`src/rtl/board_pkg.sv`:
```
// Shared constants, types and scheduler state encoding for the snake board memory scheduler.
package board_pkg;

  localparam int unsigned H_DISPLAY    = 640;
  localparam int unsigned V_DISPLAY    = 480;
  localparam int unsigned BOARD_ADDR_W = 8;
  localparam int unsigned CELL_W       = 4;

  typedef logic [CELL_W-1:0] cell_t;

  typedef enum logic [1:0] {
    IDLE,
    COUNT,
    RUN
  } sched_state_t;

endpackage

```
`src/rtl/board_mem_scheduler_if.sv`:
```
// Single-port board RAM bus: master drives the port, slave is the RAM.
interface board_mem_scheduler_if #(
  parameter int unsigned ADDR_W = 8,
  parameter int unsigned DATA_W = 4
);

  logic              mem_en;
  logic              mem_we;
  logic [ADDR_W-1:0] mem_addr;
  logic [DATA_W-1:0] mem_wdata;
  logic [DATA_W-1:0] mem_rdata;

  modport master (
    output mem_en,
    output mem_we,
    output mem_addr,
    output mem_wdata,
    input  mem_rdata
  );

  modport slave (
    input  mem_en,
    input  mem_we,
    input  mem_addr,
    input  mem_wdata,
    output mem_rdata
  );

endinterface

```
`src/rtl/board_mem_scheduler_step_scheduler.sv`:
```
// Frame tick from the beam position and a game-step scheduler with sticky overrun detection.
module step_scheduler #(
  parameter int unsigned V_DISPLAY = board_pkg::V_DISPLAY,
  parameter int unsigned SPEED_W   = 4
) (
  input  logic               clk,
  input  logic               rst,
  input  logic [9:0]         px,
  input  logic [9:0]         py,
  input  logic               enable,
  input  logic [SPEED_W-1:0] speed,
  input  logic               step_done,
  output logic               frame_tick,
  output logic               step_start,
  output logic               overrun
);

  import board_pkg::*;

  localparam logic [9:0] VBlankLine = 10'(V_DISPLAY);

  sched_state_t       state;
  logic [SPEED_W-1:0] cnt;
  logic               tick_hit;

  assign tick_hit = (px == 10'd0) && (py == VBlankLine);

  always_ff @(posedge clk) begin
    if (rst) begin
      state      <= IDLE;
      cnt        <= '0;
      frame_tick <= 1'b0;
      step_start <= 1'b0;
      overrun    <= 1'b0;
    end else begin
      frame_tick <= tick_hit;
      step_start <= 1'b0;
      unique case (state)
        IDLE: begin
          if (enable) begin
            cnt   <= speed;
            state <= COUNT;
          end
        end
        COUNT: begin
          if (!enable) begin
            state <= IDLE;
          end else if (frame_tick) begin
            if (cnt == '0) begin
              step_start <= 1'b1;
              state      <= RUN;
            end else begin
              cnt <= cnt - 1'b1;
            end
          end
        end
        RUN: begin
          // step_done beats a coincident frame_tick; that tick is neither counted nor an overrun.
          if (!enable) begin
            state <= IDLE;
          end else if (step_done) begin
            cnt   <= speed;
            state <= COUNT;
          end else if (frame_tick && (cnt == '0)) begin
            overrun <= 1'b1;
          end
        end
        default: state <= IDLE;
      endcase
    end
  end

endmodule

```
`src/rtl/board_mem_scheduler.sv`:
```
// Board RAM owner: renderer/game arbitration, read return and game-step scheduling.
// Define ARB_HBLANK_EN to also grant the game during horizontal blank of visible lines.
module board_mem_scheduler #(
  parameter int unsigned ADDR_W    = board_pkg::BOARD_ADDR_W,
  parameter int unsigned DATA_W    = board_pkg::CELL_W,
  parameter int unsigned H_DISPLAY = board_pkg::H_DISPLAY,
  parameter int unsigned V_DISPLAY = board_pkg::V_DISPLAY,
  parameter int unsigned SPEED_W   = 4
) (
  input  logic                  clk,
  input  logic                  rst,
  input  logic [9:0]            px,
  input  logic [9:0]            py,
  input  logic                  enable,
  input  logic [SPEED_W-1:0]    speed,
  output logic                  frame_tick,
  output logic                  step_start,
  input  logic                  step_done,
  output logic                  overrun,
  input  logic                  ren_req,
  input  logic [ADDR_W-1:0]     ren_addr,
  output logic                  ren_gnt,
  output logic                  ren_rvalid,
  input  logic                  game_req,
  input  logic                  game_we,
  input  logic [ADDR_W-1:0]     game_addr,
  input  logic [DATA_W-1:0]     game_wdata,
  output logic                  game_gnt,
  output logic                  game_rvalid,
  output logic [DATA_W-1:0]     rdata,
  board_mem_scheduler_if.master mem
);

  import board_pkg::*;

  localparam logic [9:0] VisLines = 10'(V_DISPLAY);
  localparam logic [9:0] VisPix   = 10'(H_DISPLAY);

  logic              vis;
  logic              game_win;
  logic              ren_rv_q;
  logic              game_rv_q;
  logic [DATA_W-1:0] rdata_q;

  assign vis = (py < VisLines);

`ifdef ARB_HBLANK_EN
  assign game_win = !vis || (px >= VisPix);
`else
  assign game_win = !vis;
`endif

  // Grants are masked during reset so no RAM access, write or otherwise, happens in that cycle.
  assign ren_gnt  = ren_req && !rst;
  assign game_gnt = game_req && !ren_req && game_win && !rst;

  assign mem.mem_en    = ren_gnt || game_gnt;
  assign mem.mem_we    = game_gnt && game_we;
  assign mem.mem_addr  = ren_gnt ? ren_addr : (game_gnt ? game_addr : '0);
  assign mem.mem_wdata = game_gnt ? game_wdata : '0;

  always_ff @(posedge clk) begin
    if (rst) begin
      ren_rv_q  <= 1'b0;
      game_rv_q <= 1'b0;
      rdata_q   <= '0;
    end else begin
      ren_rv_q  <= ren_gnt;
      game_rv_q <= game_gnt && !game_we;
      if (ren_rv_q || game_rv_q) begin
        rdata_q <= mem.mem_rdata;
      end
    end
  end

  // Return data passes straight through in the valid cycle and is held from rdata_q afterwards.
  assign ren_rvalid  = ren_rv_q && !rst;
  assign game_rvalid = game_rv_q && !rst;
  assign rdata       = rst ? '0 : ((ren_rv_q || game_rv_q) ? mem.mem_rdata : rdata_q);

  step_scheduler #(
    .V_DISPLAY (V_DISPLAY),
    .SPEED_W   (SPEED_W)
  ) u_step_scheduler (
    .clk        (clk),
    .rst        (rst),
    .px         (px),
    .py         (py),
    .enable     (enable),
    .speed      (speed),
    .step_done  (step_done),
    .frame_tick (frame_tick),
    .step_start (step_start),
    .overrun    (overrun)
  );

endmodule

```
`src/flat_wrapper.sv`:
```
// flat-port wrapper written by rule: the top's interface ports become plain ports
module board_mem_scheduler_flat import board_pkg::*;
#(
  parameter int unsigned ADDR_W    = board_pkg::BOARD_ADDR_W,
  parameter int unsigned DATA_W    = board_pkg::CELL_W,
  parameter int unsigned H_DISPLAY = board_pkg::H_DISPLAY,
  parameter int unsigned V_DISPLAY = board_pkg::V_DISPLAY,
  parameter int unsigned SPEED_W   = 4
)
  (clk, rst, px, py, enable, speed, frame_tick, step_start, step_done, overrun, ren_req, ren_addr, ren_gnt, ren_rvalid, game_req, game_we, game_addr, game_wdata, game_gnt, game_rvalid, rdata, mem_mem_en, mem_mem_we, mem_mem_addr, mem_mem_wdata, mem_mem_rdata);
  board_mem_scheduler_if #(.ADDR_W(ADDR_W), .DATA_W(DATA_W)) mem_i ();
  input  logic clk;
  input  logic rst;
  input  logic [9:0] px;
  input  logic [9:0] py;
  input  logic enable;
  input  logic [SPEED_W-1:0] speed;
  output logic frame_tick;
  output logic step_start;
  input  logic step_done;
  output logic overrun;
  input  logic ren_req;
  input  logic [ADDR_W-1:0] ren_addr;
  output logic ren_gnt;
  output logic ren_rvalid;
  input  logic game_req;
  input  logic game_we;
  input  logic [ADDR_W-1:0] game_addr;
  input  logic [DATA_W-1:0] game_wdata;
  output logic game_gnt;
  output logic game_rvalid;
  output logic [DATA_W-1:0] rdata;
  output wire logic [$bits(mem_i.mem_en)-1:0] mem_mem_en;
  output wire logic [$bits(mem_i.mem_we)-1:0] mem_mem_we;
  output wire logic [$bits(mem_i.mem_addr)-1:0] mem_mem_addr;
  output wire logic [$bits(mem_i.mem_wdata)-1:0] mem_mem_wdata;
  input wire logic [$bits(mem_i.mem_rdata)-1:0] mem_mem_rdata;
  assign mem_mem_en = mem_i.mem_en;
  assign mem_mem_we = mem_i.mem_we;
  assign mem_mem_addr = mem_i.mem_addr;
  assign mem_mem_wdata = mem_i.mem_wdata;
  assign mem_i.mem_rdata = mem_mem_rdata;
  board_mem_scheduler #(.ADDR_W(ADDR_W), .DATA_W(DATA_W), .H_DISPLAY(H_DISPLAY), .V_DISPLAY(V_DISPLAY), .SPEED_W(SPEED_W)) u_core (.clk(clk), .rst(rst), .px(px), .py(py), .enable(enable), .speed(speed), .frame_tick(frame_tick), .step_start(step_start), .step_done(step_done), .overrun(overrun), .ren_req(ren_req), .ren_addr(ren_addr), .ren_gnt(ren_gnt), .ren_rvalid(ren_rvalid), .game_req(game_req), .game_we(game_we), .game_addr(game_addr), .game_wdata(game_wdata), .game_gnt(game_gnt), .game_rvalid(game_rvalid), .rdata(rdata), .mem(mem_i));
endmodule
```
`config.mk`:
```
export PLATFORM = sky130hd
export DESIGN_NAME = board_mem_scheduler_flat
export DESIGN_NICKNAME = d
export VERILOG_FILES = /design/src/rtl/board_pkg.sv /design/src/rtl/board_mem_scheduler_if.sv /design/src/rtl/board_mem_scheduler_step_scheduler.sv /design/src/rtl/board_mem_scheduler.sv /design/src/flat_wrapper.sv
export SDC_FILE = /design/constraint.sdc
export NUM_CORES = 1
export LEC_CHECK = 0
export CORE_UTILIZATION = 30
export DETAILED_ROUTE_END_ITERATION = 12
export MAX_ROUTING_LAYER = met4
export PLACE_DENSITY = 0.78
export REMOVE_ABC_BUFFERS = 1
export SYNTH_ARGS = -nofsm -noshare
export SYNTH_HDL_FRONTEND = slang
export SYNTH_SLANG_ARGS = --single-unit
```
`constraint.sdc`:
```
create_clock -name clk -period 2 [get_ports clk]
set_input_delay 0.4 -clock clk [delete_from_list [all_inputs] [get_ports clk]]
set_output_delay 0.4 -clock clk [all_outputs]
set_load 0.02 [all_outputs]
```
==> flow_summary.yaml, run 1 <==
critical_path:
  cp.depth: 5
  timing.rr.start: "u_core.u_step_scheduler.cnt[0]$_SDFFE_PP0P_"
  path_cells: "dlygate4sd2_1 > nor4b_4 > buf_6 > a22o_1 > buf_2"
  cp.required_ns: 1.60
  slowest_delay_ns: 0.37
  r2r_slack_ns: 0.36
  critPathCaptureType: "output port"
  crit_fanout: 8
  endpoint: "mem_mem_addr[1]"
  critPathBufInv: 3
  critPathLaunchType: "input pin"
  crit_type: "input pin to output port"
  crit_start: "rst"
  critical_path_arrival_ns: 1.52
  cpMaxStageDelayCell: "nor4b_4"
  regToRegEndpoint: "u_core.u_step_scheduler.cnt[3]$_SDFFE_PP0P_"
  worstRegToRegCells: 6
  cp_top_family: "buffers and inverters"
floorplanning:
  die-height_um: 56.5
  ioPinCount: 80
  std_cell_rows: 19
  start_util: 0.320
  die_area_sq_mm: 0.00319
  dieWidth_um: 56.5
  core_sq_mm: 0.00278
global_routing:
  grt_max_degree: 18
  grt_pass1_wl_um: 4940
  grt_overflow: 0
  grt.total_usage: 0.204
  grt_pass1_vias: 1163
  antenna_found_initial: 0
synthesis:
  synth_seq_cells: 15
  yosys_warnings: 0
  synth_mux_area_frac: 0.0113
  synthAdderAreaFrac: 0.0141
  synthTopCellsByArea: "dfxtp_1 (34%), a22o_1 (7.9%), a21oi_1 (5.6%), and2_1 (3.5%), nand2b_1 (3.5%)"
  yosysUniqueCellTypes: 35
  syn_area_per_cell_sq_um: 8.16
  synth_top_family_by_area: "simple AND/OR/NAND/NOR gates"
  synth_area_sq_um: 890
  synth_top_area_frac: 0.338
  ys_seq_area_frac: 0.338
  synthSimpleGateAreaFrac: 0.315
  synthCells: 109
  synth-compound-area-share: 0.262
  synth_top_cell_by_area: "dfxtp_1"
  synth_xor_area_frac: 0
place:
  placed_area_sq_mm: 0.00173
  gp_congestion: 0.807
  portBuffers: 79
  dpl.hpwl_um: 2490
clocking:
  h-tree-depth: 1
  holdBufCountCts: 0
  cts_tree: "done"
  root_buffer: "clkbuf_4"
  clkTransAtPathRegs_ns: 0.09
  cts.sinks: 15
  cts.path.max_buffers: 2
  cts_made_buffers: 3
  clk_latency_ns: 0.28
layout:
  nets: 250
  diodes: 0
  syn_to_final_growth_pct: 94.2
  multi_input_area_sq_um: 546
  fillers: 250
  layout-drive-gt1-share: 0.192
  area.sequential_sq_um: 300
  fin_area_sq_mm: 0.00173
pwr:
  switching_power_uw: 202
  seq_power_share: 0.432
  swShare: 0.272
  ir_drop_uv: 389
  powerDensity_mw_per_mm2: 430
  leakage_nw: 0.746
  p_clk_frac: 0.230
  combPwrFrac: 0.339
  p_int_uw: 541
drt:
  drt-initial-drc-count: 23
  first_pass_iters: 4
  ant_nets: 0
  vias_per_cell: 5.14
  route.detailed.drc: 0
  vias: 1151
  wire_per_inst_um: 13.8
  drt_wl_total_um: 3080
sta:
  worst_pin_slew_ns: 0.376
  clock_skew_ns: 0.00317
  hold_viol: 0
  fmax_mhz: 521
  setup_violations: 0
  final_max_slew_viol_count: 0
  min_period_ns: 1.92
  slew_headroom: 0.749
  layout_worst_path_cycle_share: 0.960
  timing.setup.tns_ns: 0
run:
  max_cap_viol_count: 0
status:
  status: "finished clean"
hold_path:
  min_path_type: "register to register"
## synthesized netlist by cell type
cell type	count
nor4_1	3
o32ai_1	2
nor3b_1	1
nor2b_1	4
nor3b_2	1
nand2_1	7
a22o_1	8
or2_1	1
a41o_1	1
a22oi_1	1
or3_1	1
and4_1	1
o21ai_1	1
o21ai_0	4
a31o_2	1
buf_2	1
clkbuf_1	4
nor4b_4	1
ha_1	1
dfxtp_1	15
nand4_1	3
mux2i_1	1
buf_6	1
a21oi_1	10
nor3_1	3
nand2b_1	5
o2111a_1	2
a31oi_1	2
nand3_1	1
and2b_1	1
o21ai_2	1
and2_1	5
inv_1	6
and3_1	1
nor2_1	8
## cell type report
type                       instances  area share
multi-input combinational         82       0.316
clock buffer                       4      0.0152
inverter                           6      0.0130
tap                               31      0.0224
sequential                        15       0.174
timing repair buffer              86       0.460
## sequential cells by signal, indices dropped and copies added, names as in the netlist
name and flops:
u_core.game_rv_q 1, u_core.rdata_q 4, u_core.ren_rv_q 1, u_core.u_step_scheduler.cnt 4, u_core.u_step_scheduler.frame_tick 1, u_core.u_step_scheduler.overrun 1, u_core.u_step_scheduler.state 2, u_core.u_step_scheduler.step_start 1
## placed cells by master (no fill, tap or decap), types with 2 or more instances in the layout
cell             count
buf_4                7
buf_6                9
o2111a_1             2
o32ai_1              2
nor4_1               3
a22o_1               8
nor2b_1              4
nor2_1               6
nor2_2               2
a31oi_1              2
dlygate4sd2_1       10
dfxtp_1             15
and2_4               2
a21oi_1             10
clkdlybuf4s50_1     49
inv_1                6
o21ai_0              4
nor3_1               3
and2_1               3
nand2_1              7
clkbuf_4             3
nand2b_1             5
buf_2               10
nand4_1              3
## stage by stage
stage	setup WS (ns)	std cells	total power [mW]	hold WS [ns]	utilization
3_3_place_gp	-0.692	218	0.584	0.447	0.620
5_1_grt	-0.00672	224	0.793	0.490	0.621
4_1_cts	0.0137	224	0.752	0.460	0.618
6_report	0.0807	224	0.743	0.460	0.621
2_1_floorplan	-0.0206	103	0.420	0.467	-
3_5_place_dp	-0.722	218	0.588	0.455	0.620
## what timing repair did
item                       CTS  global route
gates resized for setup    103             3
setup endpoints to repair   22            14
pin swaps                    7             2
cloned                       1             0
buffers inserted             1             0
## kinds of logic (layout without fill, tap and decap cells)
group / Yosys count / in the layout
AOI/OAI and AO/OA: 33 / 33
adders and majority gates: 1 / 1
buffers and inverters: 12 / 96
DFF: 15 / 15
muxes: 1 / 1
and+or+nand+nor: 47 / 47
## worst min path at each step
stage | startpoint | endpoint | slack [ns] | depth (start not counted)
6_report | u_core.rdata_q[0]$_DFF_P_ | u_core.rdata_q[0]$_DFF_P_ | 0.46 | 2
5_1_grt | u_core.rdata_q[0]$_DFF_P_ | u_core.rdata_q[0]$_DFF_P_ | 0.49 | 2
2_1_floorplan | u_core.u_step_scheduler.state[1]$_SDFFE_PP0P_ | u_core.u_step_scheduler.state[1]$_SDFFE_PP0P_ | 0.47 | 2
4_1_cts | u_core.rdata_q[0]$_DFF_P_ | u_core.rdata_q[0]$_DFF_P_ | 0.46 | 2
3_3_place_gp | u_core.rdata_q[0]$_DFF_P_ | u_core.rdata_q[0]$_DFF_P_ | 0.45 | 2
3_5_place_dp | u_core.rdata_q[0]$_DFF_P_ | u_core.rdata_q[0]$_DFF_P_ | 0.46 | 2
## power by group through the flow
stage               Sequential, mW  Clock, mW  Combinational [mW]
floorplan                    0.325          0              0.0947
global placement             0.327          0               0.257
detailed placement           0.327          0               0.261
CTS                          0.320      0.179               0.253
global route                 0.322      0.200               0.271
finish                       0.321      0.171               0.252
## worst register-to-register path, delay by kind of cell, from the launching register on
family | cells | cell delay, ns
AOI/OAI and AO/OA | 2 | 0.54
adders and majority gates | 1 | 0.23
buffers and inverters | 1 | 0.08
DFF | 1 | 0.36
and+or+nand+nor | 2 | 0.34
## metal layers
| metal | track usage | up-vias | routed length [um] |
|---|---|---|---|
| li1 | - | 570 | - |
| met1 | 0.217 | 525 | 1180 |
| met2 | 0.360 | 52 | 1580 |
| met3 | 0.0645 | 4 | 282 |
| met4 | 0.0627 | 0 | 29 |
| met5 | - | - | 0 |
No activity file was read; power rests on OpenSTA's default activity.
==> run 2, diff against run 1 <==
--- a/config.mk
+++ b/config.mk
@@ -5,6 +5,8 @@
 export SDC_FILE = /design/constraint.sdc
 export NUM_CORES = 1
 export LEC_CHECK = 0
+export CAP_MARGIN = 10
+export CORE_MARGIN = 1
 export CORE_UTILIZATION = 30
 export DETAILED_ROUTE_END_ITERATION = 12
 export MAX_ROUTING_LAYER = met4
==> results of run 2 <==
Same layout as run 1: the final DEF is identical, and so are final timing and power.
